`src/rtl/duty_cycle_monitor_pkg.sv`:
```
// Shared types and helpers for the duty cycle monitor.
// dcm_state_t : measurement FSM states
// duty_bound  : lower/upper duty limit in percent from target and tolerance
package dcm_pkg;

    typedef enum logic [1:0] {
        IDLE = 2'd0,
        HIGH = 2'd1,
        LOW  = 2'd2
    } dcm_state_t;

    // Percent limit used to scale the period in the duty compare.
    function automatic int unsigned duty_bound(int unsigned duty_pct,
                                               int unsigned tol_pct,
                                               bit          upper);
        return upper ? (duty_pct + tol_pct) : (duty_pct - tol_pct);
    endfunction

endpackage

```
`src/rtl/duty_cycle_monitor_if.sv`:
```
// Measurement bundle produced by the duty cycle monitor.
// master: the monitor (drives results); slave: any consumer.
// meas_valid : one-cycle pulse, new results valid
// period     : last full period in clk cycles
// high_time  : high portion of last period in clk cycles
// duty_ok    : last measurement within tolerance
// stuck      : monitored signal has stopped toggling (level)
interface duty_cycle_monitor_if #(
    parameter int unsigned CNT_W = 16
);
    logic             meas_valid;
    logic [CNT_W-1:0] period;
    logic [CNT_W-1:0] high_time;
    logic             duty_ok;
    logic             stuck;

    modport master (
        output meas_valid,
        output period,
        output high_time,
        output duty_ok,
        output stuck
    );

    modport slave (
        input meas_valid,
        input period,
        input high_time,
        input duty_ok,
        input stuck
    );
endinterface

```
`src/rtl/duty_cycle_monitor_edge_sync.sv`:
```
// Two-flop synchroniser for an asynchronous input plus registered edge detect.
// clk, rst_n : system clock, async active-low reset
// d          : asynchronous input
// rise, fall : one-cycle pulses on synchronised rising / falling edges
module edge_sync (
    input  logic clk,
    input  logic rst_n,
    input  logic d,
    output logic rise,
    output logic fall
);

    logic meta;
    logic s;
    logic s_d;

    // meta/s form the synchroniser; s_d is the previous synchronised level
    always_ff @(posedge clk or negedge rst_n) begin
        if (!rst_n) begin
            meta <= 1'b0;
            s    <= 1'b0;
            s_d  <= 1'b0;
            rise <= 1'b0;
            fall <= 1'b0;
        end else begin
            meta <= d;
            s    <= meta;
            s_d  <= s;
            rise <= s & ~s_d;
            fall <= ~s & s_d;
        end
    end

endmodule

```
`src/rtl/duty_cycle_monitor.sv`:
```
// Measures period and high time of an asynchronous clock-like signal in clk
// cycles and flags whether its duty cycle lies within DUTY_PCT +/- TOL_PCT.
// clk, rst_n : system clock, async active-low reset
// sig_in     : monitored signal, asynchronous to clk
// mon        : measurement outputs (meas_valid, period, high_time, duty_ok, stuck)
module duty_cycle_monitor
    import dcm_pkg::*;
#(
    parameter int unsigned CNT_W    = 16,
    parameter int unsigned DUTY_PCT = 40,
    parameter int unsigned TOL_PCT  = 5
) (
    input  logic                 clk,
    input  logic                 rst_n,
    input  logic                 sig_in,
    duty_cycle_monitor_if.master mon
);

    // One spare bit over CNT_W+7 so DUTY_PCT+TOL_PCT up to 198 cannot wrap.
    localparam int unsigned XW     = CNT_W + 8;
    localparam int unsigned LO_PCT = duty_bound(DUTY_PCT, TOL_PCT, 1'b0);
    localparam int unsigned HI_PCT = duty_bound(DUTY_PCT, TOL_PCT, 1'b1);
    localparam logic [CNT_W-1:0] CNT_MAX = '1;

    logic             rise;
    logic             fall;
    dcm_state_t       state;
    logic [CNT_W-1:0] hi_cnt;
    logic [CNT_W-1:0] lo_cnt;

    logic             meas_valid_q;
    logic [CNT_W-1:0] period_q;
    logic [CNT_W-1:0] high_time_q;
    logic             duty_ok_q;
    logic             stuck_q;

    logic [CNT_W:0]   sum_c;
    logic [XW-1:0]    hi_scaled_c;
    logic [XW-1:0]    lo_lim_c;
    logic [XW-1:0]    hi_lim_c;
    logic             in_spec_c;
    logic             sat_c;

    edge_sync u_edge_sync (
        .clk   (clk),
        .rst_n (rst_n),
        .d     (sig_in),
        .rise  (rise),
        .fall  (fall)
    );

    // Duty compare by cross-multiplication; an overflowing period is never in spec
    always_comb begin
        sum_c       = {1'b0, hi_cnt} + {1'b0, lo_cnt};
        hi_scaled_c = XW'(hi_cnt) * XW'(100);
        lo_lim_c    = XW'(sum_c) * XW'(LO_PCT);
        hi_lim_c    = XW'(sum_c) * XW'(HI_PCT);
        in_spec_c   = !sum_c[CNT_W] && (hi_scaled_c >= lo_lim_c) && (hi_scaled_c <= hi_lim_c);
        sat_c       = (hi_cnt == CNT_MAX) || (lo_cnt == CNT_MAX);
    end

    // FSM, counters and output registers; rise takes priority over saturation
    always_ff @(posedge clk or negedge rst_n) begin
        if (!rst_n) begin
            state        <= IDLE;
            hi_cnt       <= '0;
            lo_cnt       <= '0;
            meas_valid_q <= 1'b0;
            period_q     <= '0;
            high_time_q  <= '0;
            duty_ok_q    <= 1'b0;
            stuck_q      <= 1'b0;
        end else begin
            meas_valid_q <= 1'b0;
            if (rise) begin
                state   <= HIGH;
                hi_cnt  <= CNT_W'(1);
                lo_cnt  <= '0;
                stuck_q <= 1'b0;
                if (state == LOW) begin
                    meas_valid_q <= 1'b1;
                    high_time_q  <= hi_cnt;
                    period_q     <= sum_c[CNT_W] ? CNT_MAX : sum_c[CNT_W-1:0];
                    duty_ok_q    <= in_spec_c;
                end
            end else if ((state != IDLE) && sat_c) begin
                stuck_q <= 1'b1;
                state   <= IDLE;
            end else begin
                case (state)
                    HIGH: begin
                        // The fall cycle is the first low cycle
                        if (fall) begin
                            state  <= LOW;
                            lo_cnt <= lo_cnt + CNT_W'(1);
                        end else begin
                            hi_cnt <= hi_cnt + CNT_W'(1);
                        end
                    end
                    LOW:     lo_cnt <= lo_cnt + CNT_W'(1);
                    default: ;
                endcase
            end
        end
    end

    assign mon.meas_valid = meas_valid_q;
    assign mon.period     = period_q;
    assign mon.high_time  = high_time_q;
    assign mon.duty_ok    = duty_ok_q;
    assign mon.stuck      = stuck_q;

endmodule

```
`src/flat_wrapper.sv`:
```
// flat-port wrapper written by rule: the top's interface ports become plain ports
module duty_cycle_monitor_flat import dcm_pkg::*;
#(
    parameter int unsigned CNT_W    = 16,
    parameter int unsigned DUTY_PCT = 40,
    parameter int unsigned TOL_PCT  = 5
)
  (clk, rst_n, sig_in, mon_meas_valid, mon_period, mon_high_time, mon_duty_ok, mon_stuck);
  duty_cycle_monitor_if #(.CNT_W(CNT_W)) mon_i ();
  input  logic clk;
  input  logic rst_n;
  input  logic sig_in;
  output wire logic [$bits(mon_i.meas_valid)-1:0] mon_meas_valid;
  output wire logic [$bits(mon_i.period)-1:0] mon_period;
  output wire logic [$bits(mon_i.high_time)-1:0] mon_high_time;
  output wire logic [$bits(mon_i.duty_ok)-1:0] mon_duty_ok;
  output wire logic [$bits(mon_i.stuck)-1:0] mon_stuck;
  assign mon_meas_valid = mon_i.meas_valid;
  assign mon_period = mon_i.period;
  assign mon_high_time = mon_i.high_time;
  assign mon_duty_ok = mon_i.duty_ok;
  assign mon_stuck = mon_i.stuck;
  duty_cycle_monitor #(.CNT_W(CNT_W), .DUTY_PCT(DUTY_PCT), .TOL_PCT(TOL_PCT)) u_core (.clk(clk), .rst_n(rst_n), .sig_in(sig_in), .mon(mon_i));
endmodule
```
`config.mk`:
```
export PLATFORM = sky130hd
export DESIGN_NAME = duty_cycle_monitor_flat
export DESIGN_NICKNAME = d
export VERILOG_FILES = /design/src/rtl/duty_cycle_monitor_pkg.sv /design/src/rtl/duty_cycle_monitor_if.sv /design/src/rtl/duty_cycle_monitor_edge_sync.sv /design/src/rtl/duty_cycle_monitor.sv /design/src/flat_wrapper.sv
export SDC_FILE = /design/constraint.sdc
export NUM_CORES = 1
export LEC_CHECK = 0
export ABC_AREA = 1
export CAP_MARGIN = 20
export CORE_MARGIN = 3
export CORE_UTILIZATION = 24
export DETAILED_ROUTE_END_ITERATION = 12
export PLACE_DENSITY = 0.47
export SKIP_CTS_REPAIR_TIMING = 1
export SLEW_MARGIN = 10
export SYNTH_ARGS = -nofsm -noshare
export SYNTH_HDL_FRONTEND = slang
export SYNTH_SLANG_ARGS = --single-unit
```
`constraint.sdc`:
```
create_clock -name clk -period 6.49 [get_ports clk]
set_input_delay 0.9735 -clock clk [delete_from_list [all_inputs] [get_ports clk]]
set_output_delay 0.9735 -clock clk [all_outputs]
set_load 0.02 [all_outputs]
```
# [After elaboration in Yosys (flattened, before gate mapping)]
# Index checks and enable logic that the tools add are counted.
[word_totals] in_bits=3 word_cells=64 regBits=74
[classes] n_addsub=3 order_cmp=2 reduce_logical=15 muxes=17 n_eq_ne=7 mul=3 bitwise=4
[ops] operator="$mux W16" n=8
[ops] operator="$mul A17 B6 Y23 const B" n=2
[ops] operator="$add A16 B1 Y16 const B" n=2
[ops] operator="$eq A16 B16 Y1 const B" n=2
[ops] operator="$pmux W16 S2" n=1
[ops] operator="$ge A23 B23 Y1" n=1
[ops] operator="$le A23 B23 Y1" n=1
[ops] operator="$mul A16 B5 Y21 const B" n=1
[ops] operator="$add A16 B16 Y17" n=1
[ops] operator="$reduce_bool A3 Y1" n=3
[ops] operator="$mux W2" n=4
[ops] operator="$reduce_and A3 Y1" n=2
[ops] operator="$reduce_bool A2 Y1" n=3
[ops] operator="$mux W1" n=4
[ops] operator="$ne A2 B2 Y1 const B" n=2
[ops] operator="$reduce_and A2 Y1" n=2
[ops] operator="$logic_and A1 B1 Y1" n=3
[ops] operator="$ne A3 B3 Y1 const B" n=1
[ops] operator="$and A1 B1 Y1" n=2
[ops] operator="$eq A2 B1 Y1 const B" n=1
[ops] operator="$eq A2 B2 Y1 const B" n=1
[ops] operator="$not A1 Y1" n=2
[ops] operator="$logic_not A1 Y1" n=1
[ops] operator="$logic_or A1 B1 Y1" n=1

# [Depth between registers and ports, before layout]
# Gate-level depths: netlist of run 1.
[logic_depth] word_depth=5 ltp_mapped=40 mapped_depth_nobuf=40

# [Modules after synthesis]
# A second synthesis of run 1 with hierarchy kept.
[unflattened] cells_unflattened=1477 hier_area_um2=10849.2
[modules_own_cells] mod="duty_cycle_monitor" n_inst=1 area_each_um2=10709.0 cells_per_inst=1468
[modules_own_cells] mod="edge_sync" n_inst=1 area_each_um2=140.1 cells_per_inst=9

# [Worst setup path before layout of run 1]
# No wires, ideal clock.
[synth_timing] path_kind="reg-to-reg" startpoint="register u_core.hi_cnt[0]" endpoint="register u_core.duty_ok_q, in the netlist u_core.mon.duty_ok" required_ns=6.373 setup_slack_ns=1.125 t_arrival_ns=5.248 setup_time_ns=0.117 stages_incl_launch_ff=35 synth_period_minus_slack_ns=5.365 path_cell_list="dfrtp_1 > ha_1 > inv_1 > fa_1 > inv_1 > nand3_1 > nand2_1 > nand2_1 > nand2_1 > nand2_1 > nand2_1 > xor2_1 > ha_1 > inv_1 > fa_1 > inv_1 > fa_1 > ha_1 > nand2_1 > o21ai_0 > nor2_1 > o21ai_0 > nand3_1 > nand3b_1 > nand2_1 > ha_1 > nand2_1 > nor2_1 > nand2_1 > nor2_1 > nand2_1 > nand3_1 > nand2_1 > nand3_1 > nand2_1"
[synth_between] elab_chain_cells=5
[synth_rtl] item="start, declared" line_no="duty_cycle_monitor.sv:28" text="logic [CNT_W-1:0] hi_cnt;"
[synth_rtl] item="start signal, assigned" line_no="duty_cycle_monitor.sv:97" text="hi_cnt <= hi_cnt + CNT_W'(1);"
[synth_rtl] item="$add A16 B16 Y17" line_no="duty_cycle_monitor.sv:54" text="sum_c = {1'b0, hi_cnt} + {1'b0, lo_cnt};"
[synth_rtl] item="$mul A17 B6 Y23" line_no="duty_cycle_monitor.sv:56" text="lo_lim_c = XW'(sum_c) * XW'(LO_PCT);"
[synth_rtl] item="$ge A23 B23 Y1" line_no="duty_cycle_monitor.sv:58" text="in_spec_c = !sum_c[CNT_W] && (hi_scaled_c >= lo_lim_c) && (hi_scaled_c <= hi_lim_c);"
[synth_rtl] item="$logic_and A1 B1 Y1" line_no="duty_cycle_monitor.sv:58"
[synth_rtl] item="$logic_and A1 B1 Y1 *" line_no="duty_cycle_monitor.sv:58"
[synth_rtl] item="end signal, assigned" line_no="duty_cycle_monitor.sv:84" text="duty_ok_q <= in_spec_c;"
[synth_rtl] item="end, declared" line_no="duty_cycle_monitor.sv:34" text="logic duty_ok_q;"
# Every way passes the cells marked *; elsewhere a longest branch is shown, timed or not.
# A chain may end at the register's enable or synchronous reset.

# [Final worst setup path of run 1]
[layout_timing] startpoint="register u_core.hi_cnt[1]" endpoint="register u_core.duty_ok_q, in the netlist u_core.mon.duty_ok"
# The elaborated chain is that of the path after synthesis.

==> results of run 1 <==
-- metrics by stage --
stage	hold WS, ps	instances	utilization, %	total power [mW]
floorplan	331	1473	-	2.39
global placement	336	2103	27.0	3.25
detailed placement	341	2103	27.0	3.27
CTS	358	2119	27.7	3.84
global route	380	2119	27.7	4.22
finish	354	2120	27.7	3.77
-- cells in the mapped netlist (3+ instances only) --
cell	count	area share, %
a31oi_1	5	0.29
a21o_1	7	0.48
nand4_1	22	1.3
nor2_1	101	3.5
ha_1	211	24
buf_6	3	0.31
inv_1	249	8.6
a21oi_1	78	3.6
a21boi_0	4	0.28
nand3b_1	3	0.21
nand3_1	76	3.5
o21ai_0	73	3.4
xnor2_1	22	1.8
nand2_2	9	0.52
o31ai_1	3	0.21
dfrtp_1	74	17
clkbuf_1	8	0.28
o21ai_2	8	0.65
fa_1	48	8.9
inv_2	4	0.14
xor2_1	61	4.9
o21bai_1	8	0.55
o21a_1	4	0.28
nand2_1	347	12
nor3_1	15	0.69
o21ai_1	12	0.55
-- cells by family after synthesis --
| group | Yosys count | synth area share, % |
|---|---|---|
| simple gates | 584 | 22.8 |
| buf+inv | 269 | 9.72 |
| fa+ha+maj | 259 | 33.2 |
| compound gates | 204 | 10.6 |
| xor+xnor | 83 | 6.70 |
| flops | 74 | 17.1 |
-- placed cells by master (no fill, tap or decap), types with 13 or more instances in the layout --
cell type	netlist	final
nand3_1	76	76
nand2_1	347	347
dfrtp_1	74	74
o21ai_0	73	72
ha_1	211	211
clkdlybuf4s50_1	0	36
fa_1	48	48
inv_1	249	249
nor2_1	101	100
a21oi_1	78	77
nand4_1	22	22
o21ai_1	12	13
xnor2_1	22	22
buf_4	1	18
nor3_1	15	15
xor2_1	61	59
-- report_power, final --
group / leakage (nW) / internal, mW / switching (mW)
clock: 0.145 / 0.305 / 0.241
combinational: 5.71 / 1.04 / 1.62
sequential: 1.01 / 0.508 / 0.0570
-- area by class of cell --
| cell class | instances | area, um2 | share of cell area (%) |
|---|---|---|---|
| Antenna cell | 1 | 2.50 | 0.0203 |
| Timing Repair Buffer | 54 | 495 | 4.02 |
| Clock inverter | 7 | 82.6 | 0.670 |
| Multi-Input combinational cell | 1130 | 7970 | 64.7 |
| Sequential cell | 74 | 1850 | 15.0 |
| Clock buffer | 9 | 225 | 1.83 |
| Tap cell | 592 | 741 | 6.01 |
| Inverter | 253 | 950 | 7.71 |
-- flip-flops by register name (all words and copies together), names as in the netlist, 2 cells and up --
signal / count
u_core.lo_cnt: 16
u_core.hi_cnt: 16
u_core.mon.high_time: 16
u_core.state: 2
u_core.mon.period: 16
-- worst max path at each step --
stage | cells after the start | endpoint | slack [ps]
after floorplan | 34 | u_core.mon.duty_ok | 1120
after global placement | 33 | u_core.mon.duty_ok | 330
after detailed placement | 33 | u_core.mon.duty_ok | 360
after CTS | 33 | u_core.mon.duty_ok | 350
after global routing | 34 | u_core.mon.duty_ok | 20
final | 34 | u_core.mon.duty_ok | 510
-- critical path: cells and delay by family, from the launching register on --
family                     cells  cell delay (ps)
adders and majority gates      5             2030
and+or+nand+nor               19             1720
xor gates and xnor gates       3              690
DFF                            1              520
buffers and inverters          5              490
AOI/OAI and AO/OA              2              440
-- metal layers --
layer  global-route usage (%)  vias to the layer above
met2                     23.3                      197
met1                     19.1                     4418
met4                     4.58                        0
li1                         -                     4866
met3                     1.22                       51
met5                        0                        -
==> run summary, run 1 <==
status -> completed
Worst Hold Path EP -> u_core.u_edge_sync.s
Req. time, crit path -> 6740 ps
EDFF count, synth -> 0
Setup Skew -> 19.8 ps
fin crit period -> 5980 ps
die area -> 47800 um2
Slew @ Worst Pin -> 911 ps
critical path's largest stage delay -> 550 ps
total gr overflow -> 0
Layout fillers -> 4812
R2R Setup Slk -> 510 ps
DP Worst Slack -> 362 ps
most common flop cell mapped by yosys -> dfrtp_1
CTS Sinks -> 74
Final period util -> 92.1%
worst rel slew slack -> 39.3%
nets@finish -> 1784
RSZ-0062 raised after global routing -> false
Core Area -> 44400 um2
antenna violations before repair -> 0
H-tree lvl count -> 3
GRT Overall Usage -> 14.0%
first-pass GRT wire length -> 52.7 mm
GP Congestion -> 0.923
area delta synth->final -> 13.5%
post-route cell area -> 12300 um2
TritonRoute pass-1 iters -> 5
TritonCTS Buffers -> 9
RR Startpoint -> u_core.hi_cnt[1]
Placed Area -> 12000 um2
Worst Reg-to-Reg Cells -> 34
Crit path top cell by count -> nand2_1
Synth Warn # -> 0
setup TNS -> 0 ps
Yosys cell types -> 42
PD cells -> 306 nW/um2
met3 wire length -> 1.23 mm
Starting Density -> 24.4%
slowest CP cell -> fa_1
DR vias/cell -> 4.50
WL met2 -> 14.7 mm
Hold Startpoint -> u_core.u_edge_sync.meta
clk buf depth -> 2
hold path depth -> 0
Syn Nets -> 1735
Residual DRC -> 0
Fin. Hold Viols -> 0
ANT nets after route -> 0
Die Y -> 219 um
top routing layer used -> met4
syn avg cell area -> 7.37 um2
die width -> 219 um
Mapped Cells -> 1473
Arrival @ worst endpoint -> 6230 ps
CP endpoint kind -> flip-flop
final setup fails -> 0
row count -> 77
Setup Crit Path Kind -> reg -> reg
Worst-path clk slew -> 80 ps
synthesized area -> 10900 um2
worst-path maximum fanout -> 6
leakage power -> 6.86 nW
fin. max-slew vios -> 0
worst-skew pair later-pin latency -> 350 ps
detailed placement HPWL -> 28.0 mm
TritonCTS clock tree -> built
I/O Buffers -> 37
drt initial violations -> 517
Root Driver -> clkbuf_16
HP Class -> reg -> reg
post-DR wirelength/cell -> 15.4 um
Critical Path Source -> u_core.hi_cnt[1]
Seq/Total Area, Yosys -> 17.1%
CP Launch Type -> flip-flop
ys async rst share -> 100%
layout cells sized above 1 -> 4.52%
met1 WL -> 15.8 mm
Total Wirelength -> 32.7 mm
Max Cap Viol -> 0
DR vias -> 9532
register bit total from synthesis -> 74
largest net degree at the start of global routing -> 67
Peak VDD IR -> 0.260 mV
f_max -> 0.167 GHz
Critical R2R Capture -> u_core.mon.duty_ok
vias in the first global route -> 9679
worst setup margin -> 510 ps
# IOs -> 38
Power figures use the tool's default switching activity.
==> inputs of run 2 (changes only) <==
Settings changed: GPL_ROUTABILITY_DRIVEN from default to 0.
==> run summary, run 2 (same netlist as run 1, synthesis figures left out) <==
status -> completed
final setup fails -> 0
critical path's largest stage delay -> 530 ps
placed insts -> 2103
H-tree lvl count -> 3
Finished Core Util -> 27.9%
commonest non-fill, non-tap cells in the layout -> 346 x nand2_1, 249 x inv_1, 207 x ha_1, 99 x nor2_1, 76 x nand3_1
Crit path top cell by count -> nand2_1
Tot Pwr -> 3.73 mW
Worst-path clk slew -> 80 ps
CP Launch Type -> flip-flop
Arrival @ worst endpoint -> 6220 ps
Die Y -> 219 um
antenna violations before repair -> 0
nets@finish -> 1784
first-pass GRT wire length -> 53.3 mm
worst setup margin -> 570 ps
setup TNS -> 0 ps
CP endpoint kind -> flip-flop
Final Non-Filler Cells -> 2119
die area -> 47800 um2
area delta synth->final -> 13.9%
DR vias/cell -> 4.52
vias in the first global route -> 9607
worst-skew pair later-pin latency -> 360 ps
RSZ-0062 raised after global routing -> false
TritonRoute pass-1 iters -> 5
Core Area -> 44400 um2
clk buf depth -> 2
die width -> 219 um
Critical Path Source -> u_core.hi_cnt[8]
fin crit period -> 5920 ps
I/O Buffers -> 37
RR Startpoint -> u_core.hi_cnt[8]
R2R Setup Slk -> 570 ps
TritonCTS clock tree -> built
Slew @ Worst Pin -> 962 ps
Setup Crit Path Kind -> reg -> reg
Peak VDD IR -> 0.208 mV
Placed Area -> 12000 um2
ANT nets after route -> 0
most common cell after layout, fill and taps aside -> nand2_1
slowest CP cell -> fa_1
Critical R2R Capture -> u_core.mon.duty_ok
post-route cell area -> 12400 um2
PD cells -> 302 nW/um2
fin. max-slew vios -> 0
Setup Skew -> 16.9 ps
detailed placement HPWL -> 28.2 mm
total gr overflow -> 0
drt initial violations -> 534
Max Cap Viol -> 0
row count -> 77
hold_ws -> 359 ps
Root Driver -> clkbuf_16
worst-path maximum fanout -> 5
leakage power -> 6.86 nW
Final period util -> 91.2%
DR vias -> 9578
Residual DRC -> 0
# IOs -> 38
GRT Overall Usage -> 14.1%
Req. time, crit path -> 6790 ps
HP Class -> reg -> reg
n_diodes -> 0
TritonCTS Buffers -> 9
DP Worst Slack -> 369 ps
layout cells sized above 1 -> 5.24%
Total Wirelength -> 32.9 mm
Worst setup endpoint -> u_core.mon.duty_ok
Worst Reg-to-Reg Cells -> 31
worst rel slew slack -> 35.9%
largest net degree at the start of global routing -> 68
Fin. Hold Viols -> 0
f_max -> 0.169 GHz
CTS Sinks -> 74
post-DR wirelength/cell -> 15.5 um
Starting Density -> 24.4%
==> run 2: cell count changes in the layout (fill, tap and decap cells not counted), moves of 2 or more <==
cell / change
clkinv_4: +2
xor2_1: -2
ha_2: +4
ha_1: -4
a21oi_1: -3
a21oi_2: +3
==> run 2: worst min path at each step <==
stage	slack [ps]	end	start	cells after the start
after floorplan	330	u_core.u_edge_sync.s	u_core.u_edge_sync.meta	0
after global placement	330	u_core.u_edge_sync.s	u_core.u_edge_sync.meta	0
after detailed placement	350	u_core.u_edge_sync.s	u_core.u_edge_sync.meta	0
after CTS	360	u_core.u_edge_sync.s	u_core.u_edge_sync.meta	0
after global routing	370	u_core.u_edge_sync.s	u_core.u_edge_sync.meta	0
final	360	u_core.u_edge_sync.s	u_core.u_edge_sync.meta	0
==> run 2: metal layers <==
metal | part of all wire, % | vias to the layer above | global-route usage [%] | routed length (um)
met3 | 4.2 | 45 | 1.42 | 1400
met1 | 49 | 4459 | 19.7 | 16100
met4 | 2.7 | 0 | 4.34 | 891
met5 | 0 | - | 0 | 0
met2 | 44 | 227 | 23.0 | 14600
li1 | - | 4847 | - | -
==> run 2: power breakdown <==
group	leakage (nW)	switching (mW)	internal, mW	total [mW]
combinational	5.70	1.58	1.05	2.63
sequential	1.01	0.0523	0.508	0.560
clock	0.149	0.242	0.305	0.547
==> run 2: layout make-up <==
cell class	count	area, um2
well taps	592	741
clock inverters	7	83.8
flip-flops and latches	74	1850
fillers	4844	32000
multi-input cells	1130	8020
clock buffers	9	225
repair buffers	54	495
inverters	253	950
==> run 2: worst max-delay path, delay by kind of cell, from the launching register on <==
kind          cells  cell delay (ps)
simple gates     23             2880
flops             1              460
buf+inv           2              120
fa+ha+maj         6             2400
==> inputs of run 3 (changes only) <==
Settings changed: CTS_BUF_LIST from default to sky130_fd_sc_hd__clkbuf_16, REMOVE_ABC_BUFFERS from default to 1.
==> run summary, run 3 (same netlist as run 1, synthesis figures left out) <==
status -> completed
fin. max-slew vios -> 0
n_diodes -> 0
Final period util -> 92.7%
vias in the first global route -> 9841
R2R Setup Slk -> 470 ps
nets@finish -> 1783
Root Driver -> clkbuf_16
Top Family by Delay on Critical Path -> adder cells
row count -> 77
RSZ-0062 raised after global routing -> false
worst rel slew slack -> 34.8%
Die Y -> 219 um
TritonRoute pass-1 iters -> 5
GRT Overall Usage -> 14.2%
Worst Reg-to-Reg Cells -> 34
largest net degree at the start of global routing -> 65
first-pass GRT wire length -> 53.0 mm
CTS Sinks -> 74
DR vias -> 9547
Fin. Hold Viols -> 0
Max Cap Viol -> 0
Arrival @ worst endpoint -> 6330 ps
Critical R2R Capture -> u_core.mon.duty_ok
post-route cell area -> 12300 um2
HP Class -> reg -> reg
Setup Skew -> 16.4 ps
detailed placement HPWL -> 27.6 mm
I/O Buffers -> 37
Crit path buffers/inverters -> 3
area delta synth->final -> 13.3%
layout cells sized above 1 -> 4.52%
DR vias/cell -> 4.51
slowest CP cell -> fa_1
Req. time, crit path -> 6800 ps
CP endpoint kind -> flip-flop
commonest non-fill, non-tap cells in the layout -> 346 x nand2_1, 250 x inv_1, 211 x ha_1, 100 x nor2_1, 77 x a21oi_1
Residual DRC -> 0
total gr overflow -> 0
worst-path maximum fanout -> 6
final setup fails -> 0
Placed Area -> 12000 um2
Worst-path clk slew -> 70 ps
Core Area -> 44400 um2
Worst setup endpoint -> u_core.mon.duty_ok
Layout fillers -> 4797
f_max -> 0.166 GHz
most common cell after layout, fill and taps aside -> nand2_1
TritonCTS clock tree -> built
# IOs -> 38
Peak VDD IR -> 0.215 mV
RR Startpoint -> u_core.lo_cnt[0]
Starting Density -> 24.4%
leakage power -> 6.86 nW
die width -> 219 um
post-DR wirelength/cell -> 15.3 um
setup TNS -> 0 ps
instance count on the critical path -> 34
Reg area -> 1850 um2
Slew @ Worst Pin -> 978 ps
die area -> 47800 um2
ANT nets after route -> 0
worst-skew pair later-pin latency -> 370 ps
TritonCTS Buffers -> 9
H-tree lvl count -> 3
clk buf depth -> 2
Multi-input gate area -> 7980 um2
Total Wirelength -> 32.3 mm
Setup Crit Path Kind -> reg -> reg
critical path's largest stage delay -> 500 ps
Crit path top cell by count -> nand2_1
CP Launch Type -> flip-flop
fin crit period -> 6020 ps
drt initial violations -> 496
Critical Path Source -> u_core.lo_cnt[0]
antenna violations before repair -> 0
PD cells -> 295 nW/um2
==> run 3: per-stage QoR <==
step	worst slack (ps)	hold WS [ps]	util, %	power [mW]	std cells
floorplan	1120	331	-	2.38	1457
global placement	544	343	27.0	3.11	2102
detailed placement	523	345	27.0	3.12	2102
CTS	501	360	27.6	3.68	2118
global route	34.7	365	27.7	4.09	2118
finish	472	356	27.7	3.63	2118
==> run 3: where the power goes <==
| part | internal, mW | switching (mW) | total, mW |
|---|---|---|---|
| logic | 1.03 | 1.53 | 2.56 |
| clock network | 0.297 | 0.222 | 0.518 |
| registers | 0.509 | 0.0478 | 0.556 |
| total | 1.83 | 1.80 | 3.63 |
==> run 3: cell type report <==
class | instances | area share, %
clock buffer | 9 | 1.83
timing repair buffer | 53 | 3.97
sequential | 74 | 15.1
multi-input combinational | 1130 | 64.8
clock inverter | 7 | 0.559
tap | 592 | 6.02
inverter | 253 | 7.72
==> run 3: how the worst min path moves through the flow <==
stage	from	to	slack [ps]	cells after the start
after floorplan	u_core.u_edge_sync.meta	u_core.u_edge_sync.s	330	0
after global placement	u_core.u_edge_sync.meta	u_core.u_edge_sync.s	340	0
after detailed placement	u_core.u_edge_sync.meta	u_core.u_edge_sync.s	340	0
after CTS	u_core.u_edge_sync.meta	u_core.u_edge_sync.s	360	0
after global routing	u_core.u_edge_sync.meta	u_core.u_edge_sync.s	360	0
final	u_core.u_edge_sync.meta	u_core.u_edge_sync.s	360	0
==> run 3: routing by layer <==
layer	track usage [%]	vias to the layer above	part of all wire [%]
li1	-	4863	-
met1	18.8	4468	48
met2	23.9	183	45
met3	2.41	33	5.0
met4	3.91	0	1.8
met5	0	-	0
